**src/rtl/wb_arbiter.sv**
```systemverilog
`default_nettype none
// ============================================================================
// Module   : wb_arbiter
// Purpose  : Register-file write-port arbiter. Merges the in-order pipeline
//            writeback (priority) with results from the multi-cycle
//            multiply/divide unit, which are buffered in a small FIFO and
//            drained into idle writeback slots. A starvation counter forces
//            a one-cycle pipeline stall so queued results cannot wait forever.
// Revision : 1.0 - initial release
// ----------------------------------------------------------------------------
// Ports:
//   clk         in   1   clock, rising edge
//   reset       in   1   synchronous active-high reset
//   pipe_valid  in   1   pipeline writeback request
//   pipe_reg    in   5   pipeline destination register
//   pipe_data   in  32   pipeline result
//   mdu_valid   in   1   MDU result offered
//   mdu_reg     in   5   MDU destination register
//   mdu_data    in  32   MDU result
//   mdu_ready   out  1   FIFO can accept a result
//   write_reg   out  5   register-file write address (registered)
//   write_data  out 32   register-file write data (registered)
//   regWrite    out  1   register-file write enable (registered)
//   busy_mask   out 32   registers with a pending MDU result (bit 0 always 0)
//   stall_req   out  1   no pipeline writeback allowed next cycle (registered)
// ============================================================================
module wb_arbiter #(
  parameter int DEPTH        = 4,
  parameter int STARVE_LIMIT = 8
) (
  input  logic        clk,
  input  logic        reset,
  input  logic        pipe_valid,
  input  logic [4:0]  pipe_reg,
  input  logic [31:0] pipe_data,
  input  logic        mdu_valid,
  input  logic [4:0]  mdu_reg,
  input  logic [31:0] mdu_data,
  output logic        mdu_ready,
  output logic [4:0]  write_reg,
  output logic [31:0] write_data,
  output logic        regWrite,
  output logic [31:0] busy_mask,
  output logic        stall_req
);

  localparam int c_ptr_w    = $clog2(DEPTH);
  localparam int c_cnt_w    = c_ptr_w + 1;
  localparam int c_starve_w = $clog2(STARVE_LIMIT + 1);

  localparam logic [c_ptr_w-1:0]    c_ptr_one      = c_ptr_w'(1);
  localparam logic [c_cnt_w-1:0]    c_cnt_one      = c_cnt_w'(1);
  localparam logic [c_cnt_w-1:0]    c_full         = c_cnt_w'(DEPTH);
  localparam logic [c_starve_w-1:0] c_starve_one   = c_starve_w'(1);
  localparam logic [c_starve_w-1:0] c_starve_limit = c_starve_w'(STARVE_LIMIT);

  // FIFO storage and bookkeeping
  logic [4:0]          r_fifo_reg  [DEPTH];
  logic [31:0]         r_fifo_data [DEPTH];
  logic [DEPTH-1:0]    r_fifo_vld;
  logic [c_ptr_w-1:0]  r_head;
  logic [c_ptr_w-1:0]  r_tail;
  logic [c_cnt_w-1:0]  r_count;

  logic [c_starve_w-1:0] r_starve_cnt;
  logic                  r_stall_req;
  logic                  r_reg_write;
  logic [4:0]            r_write_reg;
  logic [31:0]           r_write_data;

  logic                  w_empty;
  logic                  w_pipe_take;
  logic                  w_pop;
  logic                  w_push;
  logic [4:0]            w_head_reg;
  logic [31:0]           w_head_data;
  logic [c_starve_w-1:0] w_starve_next;
  logic [31:0]           w_busy;

  assign w_empty     = (r_count == '0);
  // While stall_req is high the pipeline must not write, so its request is
  // ignored and the slot falls through to the FIFO head.
  assign w_pipe_take = pipe_valid && (pipe_reg != 5'd0) && !r_stall_req;
  assign w_pop       = !w_pipe_take && !w_empty;
  // Ready comes from the registered count only: a full FIFO never accepts,
  // even in a cycle where it pops.
  assign mdu_ready   = (r_count != c_full);
  assign w_push      = mdu_valid && mdu_ready;

  assign w_head_reg    = r_fifo_reg[r_head];
  assign w_head_data   = r_fifo_data[r_head];
  assign w_starve_next = r_starve_cnt + c_starve_one;

  always_comb begin
    w_busy = '0;
    for (int i = 0; i < DEPTH; i++) begin
      if (r_fifo_vld[i]) begin
        w_busy[r_fifo_reg[i]] = 1'b1;
      end
    end
    w_busy[0] = 1'b0;
  end

  // Payload storage needs no reset; validity is tracked in r_fifo_vld.
  always_ff @(posedge clk) begin
    if (w_push) begin
      r_fifo_reg[r_tail]  <= mdu_reg;
      r_fifo_data[r_tail] <= mdu_data;
    end
  end

  always_ff @(posedge clk) begin
    if (reset) begin
      r_fifo_vld   <= '0;
      r_head       <= '0;
      r_tail       <= '0;
      r_count      <= '0;
      r_starve_cnt <= '0;
      r_stall_req  <= 1'b0;
      r_reg_write  <= 1'b0;
      r_write_reg  <= '0;
      r_write_data <= '0;
    end else begin
      // Pop clears before push sets; they never address the same slot
      // because a pop needs a non-empty FIFO and a push a non-full one.
      if (w_pop) begin
        r_fifo_vld[r_head] <= 1'b0;
        r_head             <= r_head + c_ptr_one;
      end
      if (w_push) begin
        r_fifo_vld[r_tail] <= 1'b1;
        r_tail             <= r_tail + c_ptr_one;
      end

      if (w_push && !w_pop) begin
        r_count <= r_count + c_cnt_one;
      end else if (!w_push && w_pop) begin
        r_count <= r_count - c_cnt_one;
      end

      // Write port: pipeline first, otherwise the FIFO head. A head entry
      // targeting r0 is consumed without a write; address/data then hold.
      if (w_pipe_take) begin
        r_reg_write  <= 1'b1;
        r_write_reg  <= pipe_reg;
        r_write_data <= pipe_data;
      end else if (w_pop && (w_head_reg != 5'd0)) begin
        r_reg_write  <= 1'b1;
        r_write_reg  <= w_head_reg;
        r_write_data <= w_head_data;
      end else begin
        r_reg_write  <= 1'b0;
      end

      // Starvation: count cycles the pipeline wins over a waiting entry.
      // Reaching the limit raises stall_req for one cycle, during which the
      // head pops and the counter clears.
      if (w_pop || w_empty) begin
        r_starve_cnt <= '0;
        r_stall_req  <= 1'b0;
      end else begin
        r_starve_cnt <= w_starve_next;
        r_stall_req  <= (w_starve_next == c_starve_limit);
      end
    end
  end

  assign write_reg  = r_write_reg;
  assign write_data = r_write_data;
  assign regWrite   = r_reg_write;
  assign busy_mask  = w_busy;
  assign stall_req  = r_stall_req;

endmodule
`default_nettype wire
```
**config.mk**
```make
export PLATFORM = sky130hd
export DESIGN_NAME = wb_arbiter
export DESIGN_NICKNAME = d
export VERILOG_FILES = /design/src/rtl/wb_arbiter.sv
export SDC_FILE = /design/constraint.sdc
export NUM_CORES = 1
export LEC_CHECK = 0
export BUFFER_PORTS_ARGS = -buffer_cell sky130_fd_sc_hd__buf_2
export CAP_MARGIN = 10
export CORE_ASPECT_RATIO = 2
export CORE_MARGIN = 2
export CORE_UTILIZATION = 30
export CTS_CLUSTER_DIAMETER = 150
export DETAILED_ROUTE_END_ITERATION = 8
export GPL_ROUTABILITY_DRIVEN = 0
export PLACE_DENSITY = 0.47
export SETUP_SLACK_MARGIN = 0.1
export SLEW_MARGIN = 30
export SYNTH_ARGS = -nofsm -noshare
export SYNTH_HDL_FRONTEND = slang
export SYNTH_SLANG_ARGS = --single-unit
```
**constraint.sdc**
```tcl
create_clock -name clk -period 5 [get_ports clk]
set_input_delay 0.5 -clock clk [delete_from_list [all_inputs] [get_ports clk]]
set_output_delay 0.5 -clock clk [all_outputs]
set_load 0.02 [all_outputs]
```
After elaboration in Yosys (flattened, before gate mapping)
Memories as Yosys holds them, arrays and structs flattened. A register that Yosys moved wholly into a read port is not among the register bits.
Index checks and enable logic that the tools add are counted.
W data, S select, Z words.
{"block": "word_totals", "ram_bits": 148, "register_bits": 54, "memories": 2, "output_inout_bits": 72, "wordCells": 94, "in_bits": 78}
{"block": "classes", "mux": 33, "order_cmp": 12, "n_reduce_logical": 25, "bitwise": 6, "add_sub_neg": 5, "n_eq_ne": 2}
{"memory": "r_fifo_data", "depth": 4, "width": 32, "rd": 1, "rd_ports_with_merged_regs": 1, "write_ports": 1, "line": "59", "source": "logic [31:0] r_fifo_data [DEPTH];"}
{"memory": "r_fifo_reg", "depth": 4, "width": 5, "rd": 5, "rd_ports_with_merged_regs": 1, "write_ports": 1, "line": "58", "source": "logic [4:0] r_fifo_reg [DEPTH];"}
{"operator": "$mux W32", "count": 6}
{"operator": "$or A32 B32 Y32", "count": 3}
{"operator": "$lt A5 B6 Y1 const B", "count": 4}
{"operator": "$demux W1 S5", "count": 4}
{"operator": "$ge A5 B1 Y1 const B", "count": 4}
{"operator": "$logic_and A1 B1 Y1", "count": 13}
{"operator": "$mux W4", "count": 3}
{"operator": "$mux W1", "count": 10}
{"operator": "$mux W5", "count": 2}
{"operator": "$reduce_bool A5 Y1", "count": 2}
{"operator": "$mux W2", "count": 4}
{"operator": "$lt A2 B3 Y1 const B", "count": 2}
{"operator": "$mux W3", "count": 2}
{"operator": "$logic_not A1 Y1", "count": 5}
{"operator": "$add A2 B1 Y2 const B", "count": 2}
{"operator": "$add A4 B1 Y4 const B", "count": 1}
{"operator": "$and A4 B4 Y4", "count": 1}
{"operator": "$demux W1 S2", "count": 2}
{"operator": "$eq A4 B4 Y1 const B", "count": 1}
{"operator": "$ge A2 B1 Y1 const B", "count": 2}
{"operator": "$not A4 Y4", "count": 1}
{"operator": "$or A4 B4 Y4", "count": 1}
{"operator": "$reduce_bool A2 Y1", "count": 2}
{"operator": "$add A3 B1 Y3 const B", "count": 1}
{"operator": "5 further kinds", "count": 5}

Longest topological paths before layout
An unclocked memory read counts as a cell.
{"block": "logic_depth", "word_depth": 12, "ltp_mapped": 10, "depth_no_buf": 9}

Worst setup path before layout
OpenSTA, ideal clock, no wires.
{"block": "synth_timing", "path_kind": "input-to-reg", "startpoint": "input pipe_reg[0]", "endpoint": "register r_count[2]", "path_buffers": 0, "path_slack_ns": 2.538, "t_arrival_ns": 2.392, "cell_stages": 9, "t_required_ns": 4.930, "setup_ns": 0.070, "path_cell_list": "or4_1 o21ai_4 nand2_1 ha_1 inv_1 fa_1 xor2_1 or3_1 a21oi_1"}
{"block": "synth_via", "elab_chain_cells": 8, "word_cells_on_any_way": 10, "classes_between": "1 x mux; 9 x reduce/logical"}
{"item": "start, declared", "line": "34", "source": "input logic [4:0] pipe_reg,"}
{"item": "$reduce_bool A5 Y1 *", "line": "83", "source": "assign w_pipe_take = pipe_valid && (pipe_reg != 5'd0) && !r_stall_req;"}
{"item": "$logic_and A1 B1 Y1 * (2 in a row)", "line": "83"}
{"item": "$logic_not A1 Y1 *", "line": "84", "source": "assign w_pop = !w_pipe_take && !w_empty;"}
{"item": "$logic_and A1 B1 Y1 *", "line": "84"}
{"item": "$logic_not A1 Y1", "line": "135", "source": "if (w_push && !w_pop) begin"}
{"item": "$logic_and A1 B1 Y1", "line": "135"}
{"item": "$mux W3 / $reduce_bool A2 Y1 (equally long branches)"}
{"item": "end signal, assigned", "line": "136", "source": "r_count <= r_count + c_cnt_one;"}
{"item": "end signal, assigned", "line": "138", "source": "r_count <= r_count - c_cnt_one;"}
{"item": "end, declared", "line": "63", "source": "logic [c_cnt_w-1:0] r_count;"}
Every way passes the cells marked *; elsewhere a longest branch is shown, timed or not.
A chain may end at the register's enable or synchronous reset.

==> results.ini <==
[setup_path]
critPathLaunchType = register
crit_fanout = 7
cp_data_arrival_time_ns = 2.45
required_ns = 4.50
crit_path_end_kind = primary output
crit_type = reg -> out

[cts]
ctsHoldBuffers = 0
clk_path_buf_depth = 3
worst_setup_hold_path_clk_slew_ns = 0.06
cts_root_buf = clkbuf_16
cts_made_buffers = 22
clock_latency_ns = 0.50
cts_tree = built
postCtsSetupBuffers = 0
htree_levels = 1
postCtsResizedCells = 0
cts.sinks = 204

[logic_synthesis]
synth_edf_count = 148
ys.flop_type = edfxtp_1
synth_top_area_share_pct = 50.1
syn-num-nets = 718
postSynthAreaPerCell_um2 = 14.1
yosys.area.top_type = edfxtp_1
synth_cell_types = 51
synth.area.top_cells = edfxtp_1, dfxtp_1, mux4_2
syn_inst = 629
ys_seq_elements = 204
ys_async_sr_fraction_pct = 0
synth_area_mm2 = 0.00887
ys_seq_area_share_pct = 62.7
yosys_warnings = 0

[floorplan]
die_area_mm2 = 0.0310
die_w_um = 126
row_count = 89
die_h_um = 247
boundaryPins = 150
initial_core_util_pct = 30.3
core_area_mm2 = 0.0293

[power_and_ir_drop]
p_per_area_mw_per_mm2 = 488
ir_drop_mv = 0.319
power.leakage_nw = 3.86

[routing]
wl_um = 23600
wire_per_inst_um = 20.6
drtIter0Drc = 368
vias = 6030
drt_first_pass_iters = 6
via_per_inst = 5.26
ant_nets = 0
remaining_drc_errors = 0

[sta]
rsz0062_at_grt = no
max_clock_freq_ghz = 0.339
slew_violations = 0
final.setup.tns_ns = 0
hold_viol_final = 0
fin_crit_sh_pct = 59.0
finalSetupViolCount = 0
worstMarginPinSlew_ns = 0.989
relSlewSlack_pct = 34.0
min_period_ns = 2.95
clock_skew_ns = 0.0137

[global_routing]
met3_usage_pct = 3.09
grt_pass1_vias = 6099
grt_first_pass_wirelength_um = 35600
grt_max_degree = 53
grt_util_met2_pct = 23.8
use_met1_pct = 19.4
top_usage_layer = met2
antenna_found_initial = 4
groute.usage.overall_pct = 14.7
globalRouteOverflowTotal = 0

[finish]
area_delta_synth_final_pct = 20.7
nNetsFinal = 854
num-fill-cells = 2853
fin_area_mm2 = 0.0107
largest_reg_flops = 128
drive_above_1_share_pct = 31.9
fin_cells = 1147

[place]
place_area_mm2 = 0.00992
place_hpwl_um = 15000
io_buffers = 148
dpl.cell_count = 1105

[status]
status = completed

[worst_hold_path]
hold_path.class = in -> reg

[run]
drv_cap = 0

[cells by family (layout without fill, tap and decap cells)]
family / count (synthesis) / after routing / synth area share, %
muxes: 40 / 40 / 9.73
AOI/OAI and AO/OA: 114 / 114 / 11.1
and+or+nand+nor: 198 / 198 / 11.2
DFF: 204 / 204 / 62.7
adders and majority gates: 11 / 11 / 1.64
other: 1 / 3 / 0.0423
xor gates and xnor gates: 7 / 7 / 0.691
buffers and inverters: 54 / 206 / 2.82
[report_power, final]
part           switching (mW)  internal (mW)  total, mW
clock network           0.648           1.05       1.70
registers               0.157           2.08       2.24
logic                   0.756          0.525       1.28
[worst max-delay path, stage by stage (launching register included)]
cell and delay, ns:
edfxtp_1 0.49, nor3b_1 0.84, a22oi_1 0.21, o221ai_1 0.18, buf_2 0.23
[per-layer routing]
layer	wire length (µm)	up-vias
met5	27	-
met4	716	4
met3	1700	63
met2	11200	266
met1	9980	2949
li1	-	2748
[cell type report]
cell class,instances,area [µm²],share of cell area [%]
Antenna cell,2,5.00,0.0468
Sequential cell,204,5570,52.0
Multi-Input combinational cell,371,3060,28.6
Clock buffer,29,638,5.96
Clock inverter,11,136,1.27
Timing Repair Buffer,155,796,7.44
Inverter,11,41.3,0.386
Tap cell,364,455,4.26
[stage by stage]
step / worst slack, ns / hold WS (ns) / util [%] / power, mW
6_report: 2.05 / 0.215 / 36.5 / 5.22
3_3_place_gp: 1.82 / 0.445 / 33.9 / 3.57
2_1_floorplan: 2.54 / 0.430 / - / 3.18
4_1_cts: 2.09 / 0.199 / 36.5 / 5.29
5_1_grt: 1.98 / 0.204 / 36.5 / 5.47
3_5_place_dp: 1.78 / 0.454 / 33.9 / 3.58
[synth_stat cells, types with 4 or more instances]
master / n
edfxtp_1: 148
nor2_1: 103
dfxtp_1: 56
mux4_2: 37
o221a_1: 30
clkbuf_1: 26
nand2_1: 21
o221ai_1: 20
a21oi_1: 18
nand3_1: 12
nand3b_1: 12
buf_2: 11
inv_1: 11
a22oi_1: 10
ha_1: 10
nor3b_1: 10
and3_1: 8
and3b_1: 8
a221o_1: 6
or3b_2: 6
a311oi_1: 5
o22ai_1: 5
or3_1: 5
buf_6: 4
o211ai_1: 4
o21ai_0: 4
or2_2: 4
xnor2_1: 4
[layout by cell type (no fill, tap or decap), types with 10 or more instances in the layout]
master and n:
ha_1 10, nor3b_1 10, o221ai_1 20, nand3b_1 12, a21oi_1 18, clkbuf_16 23
nand2_1 21, inv_1 11, nand3_1 12, nor2_1 103, dfxtp_1 54, edfxtp_1 148
a22oi_1 10, mux4_2 37, buf_2 147, o221a_1 30
[worst paths after layout]
path                            cells past startpoint                           end  slack [ns]                       start
worst max-delay path                                4                  busy_mask[4]        2.05  r_fifo_reg[0][0]$_DFFE_PP_
worst min-delay path                                1  r_fifo_data[2][16]$_DFFE_PP_        0.21                mdu_data[16]
worst max register to register                     10       r_count[2]$_SDFFE_PP0P_        2.40        stall_req$_SDFF_PP0_
worst min register to register                      2          stall_req$_SDFF_PP0_        0.46  r_starve_cnt[2]$_SDFF_PP0_
No activity file was read; power rests on OpenSTA's default activity.
